<file path="config.mk">
export PLATFORM = sky130hd
export DESIGN_NAME = serial_adder
export DESIGN_NICKNAME = d
export VERILOG_FILES = /design/src/rtl/serial_adder_pkg.sv /design/src/rtl/fulladder_cmos.sv /design/src/rtl/serial_adder.sv
export SDC_FILE = /design/constraint.sdc
export NUM_CORES = 1
export LEC_CHECK = 0
export CORE_MARGIN = 10
export CORE_UTILIZATION = 35
export CTS_CLUSTER_DIAMETER = 150
export DETAILED_ROUTE_END_ITERATION = 16
export REMOVE_ABC_BUFFERS = 1
export SLEW_MARGIN = 20
export SYNTH_ARGS = -nofsm -noshare
export SYNTH_HDL_FRONTEND = slang
export SYNTH_SLANG_ARGS = --single-unit
</file>
<file path="constraint.sdc">
create_clock -name clk -period 2.1 [get_ports clk]
set_input_delay 0.42 -clock clk [delete_from_list [all_inputs] [get_ports clk]]
set_output_delay 0.42 -clock clk [all_outputs]
set_load 0.05 [all_outputs]
</file>
<file path="src/rtl/serial_adder_pkg.sv">
// serial_adder_pkg: shared types and constants for the bit-serial adder.
//   state_t     - sequencing states (IDLE, RUN, DONE)
//   DEFAULT_WIDTH - default operand/sum width
//   cnt_width() - bit counter width for a given operand width
package serial_adder_pkg;

  typedef enum logic [1:0] {
    IDLE = 2'd0,
    RUN  = 2'd1,
    DONE = 2'd2
  } state_t;

  localparam int unsigned DEFAULT_WIDTH = 8;

  function automatic int unsigned cnt_width(input int unsigned w);
    return $clog2(w);
  endfunction

endpackage

</file>
<file path="src/rtl/fulladder_cmos.sv">
// fulladder_cmos: one-bit full-adder cell.
//   a, b, cin - addend bits and carry-in
//   sum, cout - sum bit and carry-out
module fulladder_cmos (
  input  logic a,
  input  logic b,
  input  logic cin,
  output logic sum,
  output logic cout
);

  assign sum  = a ^ b ^ cin;
  assign cout = (a & b) | (a & cin) | (b & cin);

endmodule

</file>
<file path="src/rtl/serial_adder.sv">
// serial_adder: bit-serial adder, one bit per clock, LSB first, built around a
// single fulladder_cmos cell and a carry flip-flop.
// Ports:
//   clk, rst_n               - clock, asynchronous active-low reset
//   start_valid/start_ready  - operand handshake (ready only in IDLE)
//   op_a, op_b, cin          - operands and initial carry, sampled at acceptance
//   sub                      - subtract request (only with SERIAL_ADDER_SUB_EN)
//   res_valid/res_ready      - result handshake (valid only in DONE)
//   sum, cout                - registered result
//   busy                     - high in RUN or DONE
// Optional feature: define SERIAL_ADDER_SUB_EN to add the sub port (A - B).
module serial_adder
  import serial_adder_pkg::*;
#(
  parameter int unsigned WIDTH = DEFAULT_WIDTH
) (
  input  logic             clk,
  input  logic             rst_n,
  input  logic             start_valid,
  output logic             start_ready,
  input  logic [WIDTH-1:0] op_a,
  input  logic [WIDTH-1:0] op_b,
  input  logic             cin,
`ifdef SERIAL_ADDER_SUB_EN
  input  logic             sub,
`endif
  output logic             res_valid,
  input  logic             res_ready,
  output logic [WIDTH-1:0] sum,
  output logic             cout,
  output logic             busy
);

  localparam int unsigned CW = cnt_width(WIDTH);

  state_t           r_state;
  state_t           w_next_state;
  logic [WIDTH-1:0] r_a;
  logic [WIDTH-1:0] r_b;
  logic [WIDTH-1:0] r_sum;
  logic [CW-1:0]    r_cnt;
  logic             r_carry;
  logic             r_cout;

  logic             w_accept;
  logic             w_last;
  logic [WIDTH-1:0] w_load_b;
  logic             w_load_c;
  logic             w_fa_sum;
  logic             w_fa_cout;

  fulladder_cmos u_fa (
    .a    (r_a[0]),
    .b    (r_b[0]),
    .cin  (r_carry),
    .sum  (w_fa_sum),
    .cout (w_fa_cout)
  );

  assign w_accept = (r_state == IDLE) && start_valid;
  assign w_last   = (r_state == RUN) && (r_cnt == CW'(WIDTH - 1));

  // Subtraction is A + ~B + 1, so the cell itself never changes.
  always_comb begin
    w_load_b = op_b;
    w_load_c = cin;
`ifdef SERIAL_ADDER_SUB_EN
    if (sub) begin
      w_load_b = ~op_b;
      w_load_c = 1'b1;
    end
`endif
  end

  always_ff @(posedge clk or negedge rst_n) begin
    if (!rst_n) begin
      r_state <= IDLE;
    end else begin
      r_state <= w_next_state;
    end
  end

  always_comb begin
    w_next_state = r_state;
    start_ready  = 1'b0;
    res_valid    = 1'b0;
    busy         = 1'b0;
    unique case (r_state)
      IDLE: begin
        start_ready = 1'b1;
        if (start_valid) w_next_state = RUN;
      end
      RUN: begin
        busy = 1'b1;
        if (w_last) w_next_state = DONE;
      end
      DONE: begin
        busy      = 1'b1;
        res_valid = 1'b1;
        if (res_ready) w_next_state = IDLE;
      end
      default: w_next_state = IDLE;
    endcase
  end

  always_ff @(posedge clk or negedge rst_n) begin
    if (!rst_n) begin
      r_a     <= '0;
      r_b     <= '0;
      r_sum   <= '0;
      r_cnt   <= '0;
      r_carry <= 1'b0;
      r_cout  <= 1'b0;
    end else if (w_accept) begin
      r_a     <= op_a;
      r_b     <= w_load_b;
      r_sum   <= '0;
      r_cnt   <= '0;
      r_carry <= w_load_c;
      r_cout  <= 1'b0;
    end else if (r_state == RUN) begin
      r_a     <= {1'b0, r_a[WIDTH-1:1]};
      r_b     <= {1'b0, r_b[WIDTH-1:1]};
      r_sum   <= {w_fa_sum, r_sum[WIDTH-1:1]};
      r_cnt   <= r_cnt + CW'(1);
      r_carry <= w_fa_cout;
      if (w_last) r_cout <= w_fa_cout;
    end
  end

  assign sum  = r_sum;
  assign cout = r_cout;

endmodule

</file>
Yosys cells after proc, flatten, opt, wreduce, memory -nomap -nowiden
Cells that the tools add are included.
- add/subtract/negate cells: 1
- multiply operators: 0
- divide/modulo/power cells: 0
- magnitude comparators: 0
- equal/unequal tests: 6
- shift-type cells: 0
- multiplexer cells: 20
- bitwise logic cells: 7
- reductions and logical operators: 8
- operator list (kind ; count):
    $mux W8 ; 6
    $mux W1 ; 8
    $mux W2 ; 3
    $mux W3 ; 2
    $ne A2 B2 Y1 const B ; 3
    $pmux W2 S3 ; 1
    $reduce_bool A2 Y1 ; 2
    $add A3 B1 Y3 const B ; 1
    $and A1 B1 Y1 ; 3
    $eq A3 B3 Y1 const B ; 1
    $reduce_and A3 Y1 ; 1
    $eq A2 B1 Y1 const B ; 1
    $eq A2 B2 Y1 const B ; 1
    $logic_and A1 B1 Y1 ; 2
    $logic_not A2 Y1 ; 1
    $or A1 B1 Y1 ; 2
    $reduce_and A2 Y1 ; 1
    $reduce_or A2 Y1 ; 1
    $xor A1 B1 Y1 ; 2
- bits in registers: 31
- latch bits: 0
- RAM bits: 0
- ROM bits: 0
- bits of input ports: 21
- output and inout bits: 12
- word-level logic and storage cells: 49
- memories kept: 0

Logic depth before layout (Yosys ltp)
- depth after elaboration: 6
- mapped depth: 7
- depth with buffers taken out: 5

Hierarchy
A second synthesis with hierarchy kept.
- cell total of the unflattened synthesis: 134
- area, all modules: 1463.9 sq um
- by module, submodules not included (module ; instances ; cells each ; area each (sq um) ; seq. area each (sq um)):
    serial_adder ; 1 ; 133 ; 1443.9 ; 775.7
    fulladder_cmos ; 1 ; 1 ; 20.0 ; 0.0

Worst setup path after synthesis
Ideal clock, no wire load.
- kind: register to register
- start: register r_state[0]
- end: register r_a[2]
- setup time: 0.132 ns
- data arrival time: 1.697 ns
- required time: 1.968 ns
- path slack: 0.271 ns
- cell stages (with the launch flop): 7
- buffers on the path: 2
- clock period less this slack: 1.829 ns
- cell sequence: dfrtp_1 > inv_1 > ha_1 > and2_1 > buf_2 > buf_1 > o21ai_1
- longest elaborated chain between the ends: 3
- elaborated cells between the ends (all ways): 5
- classes of those cells: eq/ne: 1; mux: 1; reduce/logical: 3
- ends and longest elaborated chain (element ; RTL line ; text):
    from (decl) ; serial_adder.sv:36 ; state_t r_state;
    from (signal assigned) ; serial_adder.sv:79 ; r_state <= w_next_state;
    $logic_not A2 Y1 ; serial_adder.sv:60 ; assign w_accept = (r_state == IDLE) && start_valid;
    $logic_and A1 B1 Y1 ; serial_adder.sv:60 ;
    $mux W8 / $reduce_bool A2 Y1 (equally long branches) ; - ;
    to (signal assigned) ; serial_adder.sv:115 ; r_a <= op_a;
    to (signal assigned) ; serial_adder.sv:122 ; r_a <= {1'b0, r_a[WIDTH-1:1]};
    to (decl) ; serial_adder.sv:38 ; logic [WIDTH-1:0] r_a;
Parallel ways exist; a longest one is shown, timed or not.
A chain may end at the register's enable or synchronous reset.

Final worst setup path
- start: register r_sum[3] (netlist: sum[3])
- end: output port sum[3]
- RTL lines (element ; RTL line ; text):
    from (decl) ; serial_adder.sv:40 ; logic [WIDTH-1:0] r_sum;
    from (signal assigned) ; serial_adder.sv:124 ; r_sum <= {w_fa_sum, r_sum[WIDTH-1:1]};
    to (decl) ; serial_adder.sv:29 ; output logic [WIDTH-1:0] sum,
No word-level cell between the ends.

==> flow_summary.toml <==
[status]
outcome = "complete, no violations"

[placed_design]
place.gp.congestion = 0.689
dp_cells = 215
dp_slack_ps = 209
placed_area_um2 = 1850
io_buffers = 32
place_hpwl_um = 2330

[layout]
fillers = 388
final_util = 0.480
multi_input_area_um2 = 626
seq_area_um2 = 776
area_growth_pct = 31.7
final_area_um2 = 1930
antenna_cells = 0
fin_nets = 201
stdcell_count = 223
drive_gt1_frac = 0.0925

[die]
fp.dieW_um = 84.8
ios = 33
start_util = 0.364
row_count = 23
die_h_um = 84.8
core_area_um2 = 4030
die_area_um2 = 7180

[critical_path]
end_kind = "primary output"
worstSetupPathType = "register to primary output"
ff2ff_setup_slack_ps = 400
critical_path.top_delay_family = "buffers and inverters"
r2r_start = "r_cnt[0]"
cp.arrival_ps = 1470
path_max_fanout = 3
crit_path_start_kind = "register"
critPathMaxStageDelay_ps = 820
r2r_end = "r_state[1]"
crit_required_ps = 1680
r2r.worst_path.cells = 5
crit_chain = "clkdlybuf4s50_1"
worstSetupPathDepth = 1
crit_end = "sum[3]"
crit_path_top_delay_cell = "clkdlybuf4s50_1"
critical_path.startpoint = "sum[3]"
critPathBufInv = 1

[job]
cap_violations = 0

[timing]
timing.final.ws_setup_ps = 208
max_slew_margin = 0.659
fin_crit_ps = 1890
tightest_slew_ps = 510
setup_violations = 0
fin_worst_skew_ps = 5.75
hold_violations = 0
slew_violations = 0
period_share = 0.901
rsz0062_at_grt = "false"
timing.fmax_mhz = 529

[power_and_ir_drop]
power_frac_seq = 0.346
powerDensity_nw_per_um2 = 1510
clkPwrFrac = 0.150
p_leak_nw = 0.878
p_sw_frac = 0.421
combPwrFrac = 0.505
p_switching_mw = 1.23
ir_drop_v = 0.000498
power_mw = 2.92
p_int_mw = 1.69

[detailed_routing]
drc_errors = 0
wl_per_cell_um = 13.9
drt-pass1-iter-count = 4
via_per_inst = 4.70
first_iter_violations = 69
vias = 1048
routed_wl_um = 3100
detail-route-antenna-nets = 0

[synth]
syn_avg_cell_area_um2 = 10.6
synthCells = 138
synth_area_um2 = 1470
yosys.area_share.simple = 0.0963
synth_area_leader_cell = "dfrtp_1"
yosysTopAreaCellShare = 0.529
synthTopCellsByArea = "dfrtp_1, mux2i_1, ha_1"
synth_cell_type_count = 20
synth_xor_area_frac = 0.00597
yosysSeqAreaShare = 0.529
synth_warnings = 0
synth_top_family_by_area = "multiplexers"
synth-compound-area-share = 0.0767
synthAdderAreaFrac = 0.0733
synth-seq-cells = 31
muxShareOfSynthArea = 0.172

[global_route]
grt.total_usage = 0.0896
grt_pass1_wl_um = 5330
antenna_found_initial = 0
grt_max_degree = 47
grt_pass1_vias = 1117
grt-ovfl-total = 0

[clocking]
clock_sinks = 31
clock_path_buffers = 2
cts_root_buffer = "clkbuf_8"
cts_tree = "built"
cts_resized = 0
clk_pin_slew_worst_paths_ps = 70
hold_buffers = 0
cts_buffers = 5
h-tree-depth = 2
clk_latency_ps = 280
post_cts_buffers = 0

[hold_path]
hp-class = "register to register"
## cell usage in the layout, fill, tap and decap left out, types with 2 or more instances in the layout
cell and n:
dfrtp_1 31, clkdlybuf4s50_1 29, mux2i_1 23, nand2_1 20, o21ai_1 17, nor2_1 11, inv_1 8, ha_1 6
buf_4 6, clkbuf_8 5, clkinv_2 3, mux2_1 2, nand2b_1 2
## how the worst min path moves through the flow
stage,startpoint,to,slack [ps],cells after the start
6_report,r_cnt[1],r_cnt[1],530,2
5_1_grt,rst_n,sum[6],570,2
4_1_cts,r_cnt[1],r_cnt[1],540,2
2_1_floorplan,rst_n,cout,120,0
3_3_place_gp,r_state[1],r_state[1],500,1
3_5_place_dp,r_cnt[1],r_cnt[1],520,2
## power groups by stage
stage	clock (mW)	combinational [mW]	sequential (mW)
2_1_floorplan	0	0.920	1.15
3_3_place_gp	0	1.44	1.01
3_5_place_dp	0	1.50	1.02
4_1_cts	0.455	1.50	1.01
5_1_grt	0.484	1.63	1.05
6_report	0.436	1.47	1.01
## routing by layer
layer | vias to the layer above | part of all wire | GRT usage
li1 | 519 | - | -
met1 | 495 | 0.45 | 0.105
met2 | 28 | 0.47 | 0.137
met3 | 6 | 0.066 | 0.0425
met4 | 0 | 0.017 | 0.0359
met5 | - | 0 | 0
## synth_stat cells (all sizes together)
| cell type | number |
|---|---|
| nand2b | 2 |
| and2 | 1 |
| clkbuf | 1 |
| o21ai | 18 |
| nand2 | 20 |
| xnor2 | 1 |
| a21oi | 1 |
| ha | 7 |
| mux2 | 2 |
| buf | 8 |
| inv | 8 |
| a211oi | 1 |
| a222oi | 1 |
| or2 | 1 |
| fa | 1 |
| nor2 | 11 |
| dfrtp | 31 |
| mux2i | 23 |
## per-stage QoR
step	TNS, ps	hold slack [ps]
4_1_cts	0	537
2_1_floorplan	-2560	124
3_3_place_gp	0	500
3_5_place_dp	0	522
5_1_grt	0	567
6_report	0	528
## flip-flops by register name (all words and copies together) (netlist names)
register  flops
r_a           8
r_b           8
sum           8
r_cnt         3
r_state       2
cout          1
r_carry       1
## cell families after synthesis
logic type / count (synthesis)
AND/OR/NAND/NOR: 35
flip-flops: 31
multiplexers: 25
AO/OA/AOI/OAI: 21
buffers and inverters: 17
adder cells (fa/ha/maj): 8
XOR/XNOR: 1
## area by class of cell
class | count | share of cell area
flip-flops and latches | 31 | 0.401
multi-input cells | 90 | 0.324
repair buffers | 36 | 0.184
clock buffers | 5 | 0.0356
well taps | 50 | 0.0324
inverters | 8 | 0.0155
clock inverters | 3 | 0.00777
No activity file was read; power rests on OpenSTA's default activity.
